===== config.mk =====
export PLATFORM = sky130hd
export DESIGN_NAME = cpu_run_ctrl
export DESIGN_NICKNAME = d
export VERILOG_FILES = /design/src/rtl/cpu_run_ctrl.sv
export SDC_FILE = /design/constraint.sdc
export NUM_CORES = 1
export LEC_CHECK = 0
export ABC_AREA = 0
export CAP_MARGIN = 20
export CORE_ASPECT_RATIO = 0.7
export CORE_UTILIZATION = 40
export CTS_BUF_LIST = sky130_fd_sc_hd__clkbuf_8
export CTS_CLUSTER_SIZE = 28
export DETAILED_ROUTE_END_ITERATION = 8
export GPL_TIMING_DRIVEN = 0
export PLACE_DENSITY = 0.8
export SYNTH_ARGS = -nofsm -noshare
export SYNTH_HDL_FRONTEND = slang
export SYNTH_SLANG_ARGS = --single-unit

===== constraint.sdc =====
create_clock -name sys_clk -period 3.1 [get_ports sys_clk]
set_clock_uncertainty 0.2 [all_clocks]
set_input_delay 0.62 -clock sys_clk [delete_from_list [all_inputs] [get_ports sys_clk]]
set_output_delay 0.62 -clock sys_clk [all_outputs]
set_load 0.05 [all_outputs]

===== src/rtl/cpu_run_ctrl.sv =====
// rtl/cpu_run_ctrl.sv - command-driven load/run/dump sequencer for cpu_top
module cpu_run_ctrl #(
  parameter int             IMEM_DEPTH = 1024,
  parameter int             RUN_CNT_W  = 16,
  parameter int             NUM_REGS   = 15,
  parameter logic [3:0]     STAT_AOK   = 4'h1
) (
  input  logic                 sys_clk,
  input  logic                 rst_n,
  input  logic                 cmd_load,
  input  logic [10:0]          load_len,
  input  logic                 cmd_run,
  input  logic [RUN_CNT_W-1:0] run_cycles,
  input  logic                 cmd_dump,
  input  logic                 host_valid,
  input  logic [7:0]           host_data,
  output logic                 host_ready,
  output logic                 imem_wr_en,
  output logic [63:0]          imem_wr_addr,
  output logic [7:0]           imem_wr_data,
  output logic                 valid,
  output logic                 debug,
  output logic [3:0]           reg_addr_debug,
  output logic [7:0]           dmem_addr_debug,
  input  logic [63:0]          reg_val_debug,
  input  logic [3:0]           status,
  output logic                 dump_valid,
  output logic [3:0]           dump_idx,
  output logic [63:0]          dump_data,
  input  logic                 dump_ready,
  output logic                 busy,
  output logic                 done,
  output logic [3:0]           run_status,
  output logic [RUN_CNT_W-1:0] run_count
);

  localparam int LEN_W = 11;

  typedef enum logic [2:0] {S_IDLE, S_LOAD, S_RUN, S_DUMP, S_FIN} state_t;

  state_t               state_q, state_d;
  logic [LEN_W-1:0]     len_q, len_d;
  logic [LEN_W-1:0]     byte_cnt_q, byte_cnt_d;
  logic                 host_ready_q, host_ready_d;
  logic                 imem_wr_en_q, imem_wr_en_d;
  logic [LEN_W-1:0]     imem_wr_addr_q, imem_wr_addr_d;
  logic [7:0]           imem_wr_data_q, imem_wr_data_d;
  logic [RUN_CNT_W-1:0] run_lim_q, run_lim_d;
  logic [RUN_CNT_W-1:0] run_cnt_q, run_cnt_d;
  logic                 valid_q, valid_d;
  logic                 debug_q, debug_d;
  logic [3:0]           reg_addr_q, reg_addr_d;
  logic                 dump_valid_q, dump_valid_d;
  logic                 busy_q, busy_d;
  logic                 done_q, done_d;
  logic [3:0]           run_status_q, run_status_d;
  logic [RUN_CNT_W-1:0] run_count_q, run_count_d;

  logic [LEN_W-1:0]     load_len_sat;
  logic [LEN_W-1:0]     byte_cnt_inc;
  logic [RUN_CNT_W-1:0] run_cnt_inc;

  assign load_len_sat = (load_len > LEN_W'(IMEM_DEPTH)) ? LEN_W'(IMEM_DEPTH) : load_len;
  assign byte_cnt_inc = byte_cnt_q + LEN_W'(1);
  assign run_cnt_inc  = run_cnt_q + RUN_CNT_W'(1);

  // Next-state and next-output computation for the sequencer
  always_comb begin
    state_d        = state_q;
    len_d          = len_q;
    byte_cnt_d     = byte_cnt_q;
    host_ready_d   = host_ready_q;
    imem_wr_en_d   = 1'b0;
    imem_wr_addr_d = imem_wr_addr_q;
    imem_wr_data_d = imem_wr_data_q;
    run_lim_d      = run_lim_q;
    run_cnt_d      = run_cnt_q;
    valid_d        = valid_q;
    debug_d        = debug_q;
    reg_addr_d     = reg_addr_q;
    dump_valid_d   = dump_valid_q;
    run_status_d   = run_status_q;
    run_count_d    = run_count_q;
    done_d         = (state_q == S_FIN);

    case (state_q)
      S_IDLE: begin
        if (cmd_load) begin
          len_d        = load_len_sat;
          byte_cnt_d   = '0;
          host_ready_d = (load_len_sat != '0);
          state_d      = S_LOAD;
        end else if (cmd_run) begin
          run_lim_d = run_cycles;
          run_cnt_d = '0;
          state_d   = S_RUN;
        end else if (cmd_dump) begin
          reg_addr_d   = '0;
          debug_d      = 1'b1;
          dump_valid_d = 1'b1;
          state_d      = S_DUMP;
        end
      end
      S_LOAD: begin
        // host_ready low here only happens for a zero-length load
        if (!host_ready_q) begin
          state_d = S_FIN;
        end else if (host_valid) begin
          imem_wr_en_d   = 1'b1;
          imem_wr_addr_d = byte_cnt_q;
          imem_wr_data_d = host_data;
          byte_cnt_d     = byte_cnt_inc;
          if (byte_cnt_inc == len_q) begin
            host_ready_d = 1'b0;
            state_d      = S_FIN;
          end
        end
      end
      S_RUN: begin
        if (!valid_q) begin
          // entry cycle: either raise valid or finish straight away for a zero budget
          if (run_lim_q == '0) begin
            run_status_d = status;
            run_count_d  = '0;
            state_d      = S_FIN;
          end else begin
            valid_d = 1'b1;
          end
        end else if ((run_cnt_inc == run_lim_q) || (status != STAT_AOK)) begin
          valid_d      = 1'b0;
          run_status_d = status;
          run_count_d  = run_cnt_inc;
          state_d      = S_FIN;
        end else begin
          run_cnt_d = run_cnt_inc;
        end
      end
      S_DUMP: begin
        if (dump_ready) begin
          if (reg_addr_q == 4'(NUM_REGS - 1)) begin
            debug_d      = 1'b0;
            dump_valid_d = 1'b0;
            reg_addr_d   = '0;
            state_d      = S_FIN;
          end else begin
            reg_addr_d = reg_addr_q + 4'd1;
          end
        end
      end
      S_FIN: begin
        state_d = S_IDLE;
      end
      default: begin
        state_d = S_IDLE;
      end
    endcase

    busy_d = (state_d != S_IDLE);
  end

  // All sequencer state and registered outputs; reset aborts any operation at once
  always_ff @(posedge sys_clk or negedge rst_n) begin
    if (!rst_n) begin
      state_q        <= S_IDLE;
      len_q          <= '0;
      byte_cnt_q     <= '0;
      host_ready_q   <= 1'b0;
      imem_wr_en_q   <= 1'b0;
      imem_wr_addr_q <= '0;
      imem_wr_data_q <= '0;
      run_lim_q      <= '0;
      run_cnt_q      <= '0;
      valid_q        <= 1'b0;
      debug_q        <= 1'b0;
      reg_addr_q     <= '0;
      dump_valid_q   <= 1'b0;
      busy_q         <= 1'b0;
      done_q         <= 1'b0;
      run_status_q   <= '0;
      run_count_q    <= '0;
    end else begin
      state_q        <= state_d;
      len_q          <= len_d;
      byte_cnt_q     <= byte_cnt_d;
      host_ready_q   <= host_ready_d;
      imem_wr_en_q   <= imem_wr_en_d;
      imem_wr_addr_q <= imem_wr_addr_d;
      imem_wr_data_q <= imem_wr_data_d;
      run_lim_q      <= run_lim_d;
      run_cnt_q      <= run_cnt_d;
      valid_q        <= valid_d;
      debug_q        <= debug_d;
      reg_addr_q     <= reg_addr_d;
      dump_valid_q   <= dump_valid_d;
      busy_q         <= busy_d;
      done_q         <= done_d;
      run_status_q   <= run_status_d;
      run_count_q    <= run_count_d;
    end
  end

  assign host_ready      = host_ready_q;
  assign imem_wr_en      = imem_wr_en_q;
  assign imem_wr_addr    = {{(64 - LEN_W){1'b0}}, imem_wr_addr_q};
  assign imem_wr_data    = imem_wr_data_q;
  assign valid           = valid_q;
  assign debug           = debug_q;
  assign reg_addr_debug  = reg_addr_q;
  assign dmem_addr_debug = '0;
  assign dump_valid      = dump_valid_q;
  assign dump_idx        = reg_addr_q;
  // reg_val_debug follows reg_addr_debug, so the word stays put while the index is held
  assign dump_data       = dump_valid_q ? reg_val_debug : '0;
  assign busy            = busy_q;
  assign done            = done_q;
  assign run_status      = run_status_q;
  assign run_count       = run_count_q;

endmodule


==> impl_metrics.yaml <==
grt:
  antenna_found_initial: 0
  gr-total-overflow: 0
  grt_pass1_vias: 5776
  grt_first_pass_wirelength_um: 32600
  grtUsageTotal_pct: 25.5
  grt_max_degree: 66
logic_synthesis:
  synth_top_cell_by_area: "dfrtp_1"
  synthMuxAreaShare_pct: 3.27
  yosys-top-cells-area: "dfrtp_1 (41%), buf_4 (7.7%), and2_1 (6.7%), nand2_1 (6.0%), xnor2_1 (3.5%)"
  synth_fa_ha_area_share_pct: 0.769
  synth-simple-area-share_pct: 24.5
  synth-compound-area-share_pct: 13.3
  syn_inst: 708
  synth_commonest_cells: "dfrtp_1 (106), nand2_1 (104), and2_1 (70)"
  synth_top_family_by_area: "simple AND/OR/NAND/NOR gates"
  ys.flop_type: "dfrtp_1"
  synth_xor_area_share_pct: 6.12
  ys_async_sr_fraction_pct: 100
  synth-seq-cells: 106
  ys_seq_area_share_pct: 40.8
  synth_most_common_cell: "dfrtp_1"
  synth_area_per_cell_um2: 9.19
  yosys.area.top_type_share_pct: 40.8
  synth.distinct_cells: 64
  yosysWarnings: 0
  synth_edf_count: 0
  synthesis.area_um2: 6500
route:
  drt-initial-drc-count: 554
  ant_nets: 0
  drt_first_pass_iters: 5
  vias_per_cell: 5.13
  routedWlPerCell_um: 18.2
  post-route-drc-count: 0
  routed_wl_um: 22600
  vias: 6375
sta:
  slew_headroom_pct: 46.6
  hold_viol: 0
  fin_ws_ns: -0.228
  tightestPinTransition_ns: 0.794
  fin_hold_ws_ns: 0.0128
  post-route-min-period_ns: 3.33
  drv_slew: 0
  fin_crit_sh_pct: 107
  fmax_mhz: 301
  setup_viol: 38
  fin_setup_tns_ns: -4.89
  grt_setup_unrepaired: "true"
power:
  p_comb_share_pct: 54.1
  p_sw_mw: 3.06
  power_switching_share_pct: 47.8
  leakage_nw: 4.48
  pwr-share-clk_pct: 13.1
  intPower_mw: 3.34
  power.share.sequential_pct: 32.8
  pwr_density_cell_nw_per_um2: 631
  peakVddDrop_mv: 0.598
status:
  outcome: "complete, but fails checks"
  violations: "setup timing"
cts:
  root_buffer: "clkbuf_8"
  numCtsBuffers: 9
  htreeDepth: 3
  clockBufferDepth: 2
  cts_tree: "yes"
  clk_latency_ns: 0.38
  clk_pin_slew_worst_paths_ns: 0.12
  holdBufCountCts: 0
  clkSinkCount: 106
layout:
  drive_gt1_share_pct: 23.1
  antenna_cells: 0
  nets: 1152
  syn2layout_area_growth_pct: 55.9
place:
  place.gp.congestion: 0.929
  pre_cts_ws_ns: -0.804
  hpwlAfterDp_um: 16000
  portBuffers: 227
setup_path:
  rr_startpoint: "run_cnt_q[2]$_DFFE_PN0P_"
  endpoint_kind: "register"
  rr_worst_depth: 11
  crit_path_max_fanout: 10
  path_class: "register to register"
  worstSetupStartpointType: "register"
  reg2reg_slack_ns: -0.23
  cp.arrival_ns: 3.39
  crit_required_ns: 3.16
  rr_endpoint: "run_cnt_q[4]$_DFFE_PN0P_"
flow_run:
  max-cap-violations: 0
floorplan:
  fp-row-count: 38
  die_area_um2: 16800
  initial_core_util_pct: 41.5
  die_w_um: 154
  core_area_um2: 15700
  die_h_um: 109
  io_pins: 289
hold_path:
  holdCritPathClass: "input pin to asynchronous set/reset pin"
## critical path, stage by stage (launching register included)
cell      delay, ns
dfrtp_1        0.40
buf_8          0.18
and3_4         0.27
nand2_8        0.09
xor2_2         0.19
a221o_1        0.35
or4_4          0.57
o21ai_4        0.30
buf_8          0.20
buf_6          0.11
nand2b_4       0.20
o211ai_1       0.12
## per-stage QoR
step	cells	util, %	power (mW)	cell area [um2]
2_1_floorplan	768	-	4.31	6740
3_3_place_gp	1195	59.0	5.34	9260
3_5_place_dp	1197	59.2	5.39	9290
4_1_cts	1238	64.0	6.33	10000
5_1_grt	1243	64.6	6.72	10100
6_report	1243	64.6	6.40	10100
## worst max path at each step
stage                                     end                startpoint  slack, ns
global route         run_cnt_q[4]$_DFFE_PN0P_  run_cnt_q[2]$_DFFE_PN0P_      -0.27
global placement     run_lim_q[3]$_DFFE_PN0P_                     rst_n      -2.88
detailed placement   run_cnt_q[0]$_DFFE_PN0P_  run_cnt_q[0]$_DFFE_PN0P_      -0.80
CTS                 run_status[1]$_DFFE_PN0P_  run_cnt_q[1]$_DFFE_PN0P_      -0.12
floorplan            run_count[6]$_DFFE_PN0P_  run_cnt_q[2]$_DFFE_PN0P_       0.04
finish               run_cnt_q[4]$_DFFE_PN0P_  run_cnt_q[2]$_DFFE_PN0P_      -0.23
## layout make-up
class                           instances  area, um2
Timing Repair Buffer                  265       2520
Clock inverter                          7       66.3
Buffer                                102        734
Fill cell                            1270       5550
Sequential cell                       106       2660
Inverter                               10       37.5
Clock buffer                            9        124
Multi-Input combinational cell        544       3740
Tap cell                              200        250
## logic make-up (layout without fill, tap and decap cells)
kind of cell               count (synthesis)  after routing
DFF                                      106            106
muxes                                     19             19
other                                      1             61
adders and majority gates                  4              4
and+or+nand+nor                          302            302
xor gates and xnor gates                  43             43
AOI/OAI and AO/OA                        115            115
buffers and inverters                    118            393
## timing repair
item / 4_1_cts / 5_1_grt
setup buffers: 24 / 10
resized for setup: 130 / 106
gates cloned: 4 / 0
setup endpoints to repair: 94 / 89
hold endpoints to repair: 0 / 0
pin swaps: 23 / 19
## flip-flops by register name (all words and copies together), names as in the netlist, 3 cells and up
signal	flops
run_cnt_q	16
run_count	16
run_lim_q	16
byte_cnt_q	11
imem_wr_addr_q	11
len_q	11
imem_wr_data	8
dump_idx	4
run_status	4
state_q	3
## per-layer routing
layer | up-vias | track usage (%) | wire length [um]
li1 | 2980 | - | -
met1 | 3024 | 36.3 | 9870
met2 | 343 | 41.5 | 10700
met3 | 28 | 3.78 | 1800
met4 | 0 | 4.74 | 231
met5 | - | 0 | 0
## power groups by stage
stage	registers, mW	logic (mW)	clock network (mW)
2_1_floorplan	2.48	1.83	0
3_3_place_gp	2.08	3.25	0
4_1_cts	2.07	3.39	0.860
3_5_place_dp	2.09	3.29	0
6_report	2.10	3.46	0.840
5_1_grt	2.14	3.68	0.907
## layout by cell type (no fill, tap or decap), types with 10 or more instances in the layout
master / netlist / routed
nand3_1: 24 / 20
clkdlybuf4s15_1: 0 / 14
mux2_2: 18 / 18
xnor2_1: 26 / 24
nand2_1: 104 / 102
buf_4: 67 / 89
xor2_1: 15 / 13
inv_1: 10 / 11
a21oi_1: 13 / 12
o21ai_0: 37 / 34
buf_6: 4 / 13
dfrtp_1: 106 / 100
o2bb2ai_2: 10 / 10
clkbuf_1: 31 / 22
nand2b_1: 12 / 11
or4_1: 12 / 11
nor2_1: 26 / 24
clkdlybuf4s50_1: 0 / 176
and2_1: 70 / 70
conb_1: 1 / 61
o211ai_1: 13 / 13
clkbuf_2: 0 / 32
No activity file was read; power rests on OpenSTA's default activity.
